## config.mk

```make
export PLATFORM = sky130hd
export DESIGN_NAME = debounce_botoes
export DESIGN_NICKNAME = d
export VERILOG_FILES = /design/src/rtl/debounce_botoes.sv
export SDC_FILE = /design/constraint.sdc
export NUM_CORES = 1
export LEC_CHECK = 0
export CORE_MARGIN = 1.5
export CORE_UTILIZATION = 53
export DETAILED_ROUTE_END_ITERATION = 10
export PLACE_DENSITY = 0.75
export REMOVE_ABC_BUFFERS = 1
export SYNTH_ARGS = -nofsm -noshare
export SYNTH_HDL_FRONTEND = slang
export SYNTH_SLANG_ARGS = --single-unit
```

## constraint.sdc

```tcl
create_clock -name clk -period 2.26 [get_ports clk]
set_clock_uncertainty 0.15 [all_clocks]
set_input_delay 0.452 -clock clk [delete_from_list [all_inputs] [get_ports clk]]
set_output_delay 0.452 -clock clk [all_outputs]
set_load 0.01 [all_outputs]
```

## src/rtl/debounce_botoes.sv

```systemverilog
// debounce_botoes: N-channel push-button conditioner.
// Each raw input is synchronised, debounced by its own FSM, and turned into a
// clean level plus one-cycle press / release / long-press pulses.

// debounce_canal: synchroniser, debounce FSM and pulse generation for one button.
module debounce_canal #(
  parameter int DB_CICLOS   = 5,
  parameter int LONG_CICLOS = 20,
  parameter int CNT_W       = 5
) (
  input  logic clk,
  input  logic rst_n,
  input  logic botao,
  output logic estado_nxt,
  output logic estado_db,
  output logic pulso_aperto,
  output logic pulso_soltura,
  output logic pulso_longo
);

  typedef enum logic [1:0] {SOLTO, DB_APERTA, APERTADO, DB_SOLTA} est_t;

  localparam logic [CNT_W-1:0] DB_C = CNT_W'(DB_CICLOS);
  localparam logic [CNT_W-1:0] LG_C = CNT_W'(LONG_CICLOS);
  localparam logic [CNT_W-1:0] UM   = CNT_W'(1);

  logic [1:0]       sync_pipe;
  logic             s;
  est_t             est_q, est_n;
  logic [CNT_W-1:0] cnt_db_q, cnt_db_n;
  logic [CNT_W-1:0] cnt_long_q, cnt_long_n, long_inc;
  logic             ativo_q;
  logic             aperto_nxt, soltura_nxt, longo_nxt;

  assign s = sync_pipe[1];

  // Two-flop synchroniser; the FSM only ever looks at the second stage.
  always_ff @(posedge clk or negedge rst_n) begin
    if (!rst_n) sync_pipe <= '0;
    else        sync_pipe <= {sync_pipe[0], botao};
  end

  // State, counters and all outputs are registered together.
  always_ff @(posedge clk or negedge rst_n) begin
    if (!rst_n) begin
      est_q         <= SOLTO;
      cnt_db_q      <= '0;
      cnt_long_q    <= '0;
      estado_db     <= 1'b0;
      pulso_aperto  <= 1'b0;
      pulso_soltura <= 1'b0;
      pulso_longo   <= 1'b0;
    end else begin
      est_q         <= est_n;
      cnt_db_q      <= cnt_db_n;
      cnt_long_q    <= cnt_long_n;
      estado_db     <= estado_nxt;
      pulso_aperto  <= aperto_nxt;
      pulso_soltura <= soltura_nxt;
      pulso_longo   <= longo_nxt;
    end
  end

  // Press-duration counter saturates at LONG_CICLOS; it is frozen at 0 when disabled.
  assign long_inc = (LONG_CICLOS == 0 || cnt_long_q == LG_C) ? cnt_long_q : cnt_long_q + UM;

  // Next state and counters.
  always_comb begin
    est_n      = est_q;
    cnt_db_n   = cnt_db_q;
    cnt_long_n = cnt_long_q;
    case (est_q)
      SOLTO: begin
        if (s) begin
          if (DB_CICLOS == 1) begin
            est_n      = APERTADO;
            cnt_db_n   = '0;
            cnt_long_n = '0;
          end else begin
            est_n    = DB_APERTA;
            cnt_db_n = UM;
          end
        end
      end
      DB_APERTA: begin
        if (!s) begin
          est_n    = SOLTO;
          cnt_db_n = '0;
        end else if (cnt_db_q + UM == DB_C) begin
          est_n      = APERTADO;
          cnt_db_n   = '0;
          cnt_long_n = '0;
        end else begin
          cnt_db_n = cnt_db_q + UM;
        end
      end
      APERTADO: begin
        cnt_long_n = long_inc;
        if (!s) begin
          if (DB_CICLOS == 1) begin
            est_n    = SOLTO;
            cnt_db_n = '0;
          end else begin
            est_n    = DB_SOLTA;
            cnt_db_n = UM;
          end
        end
      end
      DB_SOLTA: begin
        // Still logically pressed here, so the long-press timer keeps running.
        cnt_long_n = long_inc;
        if (s) begin
          est_n    = APERTADO;
          cnt_db_n = '0;
        end else if (cnt_db_q + UM == DB_C) begin
          est_n    = SOLTO;
          cnt_db_n = '0;
        end else begin
          cnt_db_n = cnt_db_q + UM;
        end
      end
      default: begin
        est_n    = SOLTO;
        cnt_db_n = '0;
      end
    endcase
  end

  // Next output values: level from the next state, pulses from level edges and timer hit.
  always_comb begin
    ativo_q     = (est_q == APERTADO) || (est_q == DB_SOLTA);
    estado_nxt  = (est_n == APERTADO) || (est_n == DB_SOLTA);
    aperto_nxt  = estado_nxt & ~ativo_q;
    soltura_nxt = ~estado_nxt & ativo_q;
    longo_nxt   = (LONG_CICLOS != 0) && ativo_q &&
                  (cnt_long_q != LG_C) && (cnt_long_n == LG_C);
  end

endmodule

// debounce_botoes: array of independent channels plus the registered "any pressed" flag.
module debounce_botoes #(
  parameter int N_CANAIS    = 4,
  parameter int DB_CICLOS   = 5,
  parameter int LONG_CICLOS = 20
) (
  input  logic                clk,
  input  logic                rst_n,
  input  logic [N_CANAIS-1:0] botoes,
  output logic [N_CANAIS-1:0] estado_db,
  output logic [N_CANAIS-1:0] pulso_aperto,
  output logic [N_CANAIS-1:0] pulso_soltura,
  output logic [N_CANAIS-1:0] pulso_longo,
  output logic                algum_apertado
);

  localparam int MAX_C = (DB_CICLOS > LONG_CICLOS) ? DB_CICLOS : LONG_CICLOS;
  localparam int CNT_W = $clog2(MAX_C + 1);

  logic [N_CANAIS-1:0] estado_nxt;

  for (genvar i = 0; i < N_CANAIS; i++) begin : g_canal
    debounce_canal #(
      .DB_CICLOS  (DB_CICLOS),
      .LONG_CICLOS(LONG_CICLOS),
      .CNT_W      (CNT_W)
    ) u_canal (
      .clk          (clk),
      .rst_n        (rst_n),
      .botao        (botoes[i]),
      .estado_nxt   (estado_nxt[i]),
      .estado_db    (estado_db[i]),
      .pulso_aperto (pulso_aperto[i]),
      .pulso_soltura(pulso_soltura[i]),
      .pulso_longo  (pulso_longo[i])
    );
  end

  // Built from the channels' next levels so it updates on the same edge as estado_db.
  always_ff @(posedge clk or negedge rst_n) begin
    if (!rst_n) algum_apertado <= 1'b0;
    else        algum_apertado <= |estado_nxt;
  end

endmodule

```

==> key figures <==
Run status
  • Outcome: complete, no violations

Placed design
  • GP Congestion: approximately 0.84
  • Post-DP Area: 0.00387 mm^2
  • # port buffers: 22
  • Hpwl dp: 4.55 mm

Critical path
  • Crit path cell chain: ha_1 -> nand2b_1 -> o32a_1 -> o21ai_1 -> nand2_1 -> or4_1
  • Crit Path Class: reg -> reg
  • Critical path arrival: approximately 2.3 ns
  • Setup crit start kind: flop
  • Worst Path Required: around 2.3 ns
  • CP Capture Type: flop
  • Critical path's slowest cell: or4_1
  • CP max FO: 4
  • Crit-path max cell delay: 0.50 ns

Power
  • Pleak: approximately 1.9 nW
  • Power Density: around 1200 mW/mm^2
  • Max VDD drop: 0.485 mV
  • Final Power: between 4 and 5 mW

Synthesis
  • Area share of the largest cell type after synthesis: 50.1%
  • Mean post-synth cell area: just under 10 um^2
  • Synthesized flop and latch total: 73
  • EDFF count, synth: 0
  • Simple logic cell fraction of the synthesized area: between 10% and 20%
  • Cell count after synthesis: 368
  • XOR/XNOR Fraction of Synth Area: 5.53%
  • Most common flop cell mapped by yosys: dfrtp_1
  • Synth top area cells: dfrtp_1 50%, ha_1 5.5%, nand2_1 5.0%, buf_4 3.3%, nand3_1 2.9%
  • FFs w/ async S/R, synth: 100%
  • Post-synthesis sequential area ratio: between 50% and 60%
  • Synth Warn #: 0
  • Mapped Area: 0.00365 mm^2
  • Compound-Gate Fraction of Synth Area: 12.7%
  • Mux cell area share after synthesis: 0.549%
  • Biggest area consumer among synthesized cells: dfrtp_1
  • Largest family of logic cells by synthesized area: simple AND/OR/NAND/NOR gates
  • Adder-cell share of the synthesized area: under 10%
  • Library cells used by synthesis: 54

Clocking
  • CTS H-tree depth: 3
  • TritonCTS clock tree: built
  • CTS Root Cell: clkbuf_8
  • Clk pin slew, worst setup/hold paths: roughly 0.07 ns
  • Max clock buf depth: 2
  • Worst-Skew Late Latency: 0.33 ns
  • Inserted Clock Buffers: 9
  • Clock sink count: between 70 and 80

Route
  • Routed wire length: roughly 6.3 mm
  • Antenna-violating nets left: 0
  • # DRC: 0
  • DR vias/cell: about 5.6
  • DRT iter0 DRCs: 158
  • Avg WL per Cell: approximately 13 um
  • DR vias: roughly 2600
  • Drt pass-1 iters: 4

Layout
  • Filler Cells Inserted: approximately 550
  • Final core utilization: 61.6%
  • Ant diodes: 0
  • Layout cell share with drive strength beyond 1: 10.0%
  • Commonest non-fill, non-tap cell in the layout: dfrtp_1
  • Final instance area: around 0.0041 mm^2
  • Nets: between 400 and 500
  • Commonest non-fill, non-tap cells in the layout: 71 x dfrtp_1, 49 x nand2_1, 24 x inv_1, 21 x nand3_1, 21 x clkdlybuf4s50_1
  • Area growth syn-to-layout: 13.5%

Global route
  • GRT overflow: 0
  • Vias in the first global route: between 2000 and 3000
  • First-pass GRT wire length: 11.2 mm
  • Initial antenna violation count: 0
  • Tot GR Track Use: about a fifth
  • Largest net degree at the start of global routing: 53

Timing
  • Slew @ Worst Pin: between 0.5 and 0.6 ns
  • Finish-stage setup viols: 0
  • Max Slew Vio Count: 0
  • Fin crit share: 97.0%
  • Relative slew slack: between 50% and 60%
  • WHS: slightly above 0.2 ns
  • Min Clock Period, post-route: around 2.2 ns
  • RSZ-0062 raised after global routing: yes
  • Fmax: 456 MHz
  • Hold Fails Final Rpt: 0

Floorplan
  • Core area: around 0.0067 mm^2
  • Die area: approximately 0.0074 mm^2
  • Die W: approximately 86 um
  • Ports: 23
  • Starting Density: a little over half
  • Die height: roughly 86 um
  • Row cnt: 30

Hold path
  • HP Class: reg -> reg

Run
  • Max-cap violations: 0
## final cells by class
class | instances | area (um^2) | area share [%]
clock buffers | 9 | 124 | 2.99
clock inverters | 6 | 83.8 | 2.03
well taps | 80 | 100 | 2.42
multi-input cells | 245 | 1600 | 38.6
repair buffers | 33 | 315 | 7.62
inverters | 24 | 90.1 | 2.18
flip-flops and latches | 73 | 1830 | 44.2
## cell families after synthesis
kind of cell	after synthesis
AND/OR/NAND/NOR	137
XOR/XNOR	23
flip-flops	73
AO/OA/AOI/OAI	67
buffers and inverters	50
multiplexers	2
adder cells (fa/ha/maj)	16
## path summary, 6_finish.rpt
kind / start / to / slack [ns] / cells after the start
min in group asynchronous: rst_n / g_canal[0].u_canal.cnt_db_q[3] / 0.39 / 2
max in group asynchronous: rst_n / g_canal[3].u_canal.cnt_db_q[0] / 1.01 / 3
hold / removal: g_canal[2].u_canal.sync_pipe[0] / g_canal[2].u_canal.sync_pipe[1] / 0.20 / 0
setup reg to reg: g_canal[2].u_canal.cnt_db_q[1] / algum_apertado / 0.07 / 6
setup / recovery: g_canal[2].u_canal.cnt_db_q[1] / algum_apertado / 0.07 / 6
hold reg to reg: g_canal[2].u_canal.sync_pipe[0] / g_canal[2].u_canal.sync_pipe[1] / 0.20 / 0
## power breakdown
part           switching [mW]  internal [mW]
Clock                   0.464          0.611
Combinational           0.853          0.755
Sequential              0.449           1.64
## critical path: cells and delay by family (launching register included)
family	cells	cell delay [ns]
flip-flops	1	0.41
AND/OR/NAND/NOR	3	0.78
adder cells (fa/ha/maj)	1	0.22
AO/OA/AOI/OAI	2	0.51
## metal layers
metal  wire (um)  global-route usage [%]  vias to the layer above
li1            -                       -                     1293
met1        2770                    22.5                     1273
met2        3260                    32.6                       55
met3         214                    5.49                       12
met4         108                    7.92                        0
met5           0                       0                        -
## timing repair
action | in CTS | in global routing
setup buffers | 0 | 3
setup endpoints to repair | 1 | 2
hold buffers | 1 | 0
resized for setup | 1 | 6
pin swaps | 0 | 4
endpoints found under the hold margin | 21 | 0
## synthesized netlist by cell type, types with 4 or more instances
| cell type | n |
|---|---|
| and3b_1 | 4 |
| inv_1 | 24 |
| nand2b_1 | 9 |
| buf_4 | 16 |
| o21ai_0 | 16 |
| o22ai_1 | 13 |
| nand4_1 | 5 |
| a21oi_1 | 7 |
| nand3_1 | 21 |
| nor2_1 | 20 |
| o31ai_1 | 4 |
| dfrtp_1 | 73 |
| ha_1 | 16 |
| clkbuf_1 | 8 |
| xnor2_1 | 11 |
| xor2_1 | 12 |
| nand2_1 | 49 |
| and3_1 | 5 |
## metrics by stage
step / TNS (ns) / std cells / setup slack, ns
finish: 0 / 470 / 0.0682
global route: -0.103 / 470 / -0.0474
CTS: 0 / 467 / 0.0231
detailed placement: 0 / 451 / 0.00817
global placement: 0 / 451 / 0.0772
floorplan: 0 / 342 / 0.116
## sequential cells by signal, indices dropped and copies added, names as in the netlist
| register | count |
|---|---|
| g_canal.u_canal.sync_pipe | 8 |
| g_canal.u_canal.est_q | 8 |
| g_canal.u_canal.estado_db | 4 |
| g_canal.u_canal.pulso_soltura | 4 |
| g_canal.u_canal.cnt_db_q | 20 |
| g_canal.u_canal.pulso_aperto | 4 |
| g_canal.u_canal.cnt_long_q | 20 |
| g_canal.u_canal.pulso_longo | 4 |
| algum_apertado | 1 |
(Power assumes the default switching activity.)
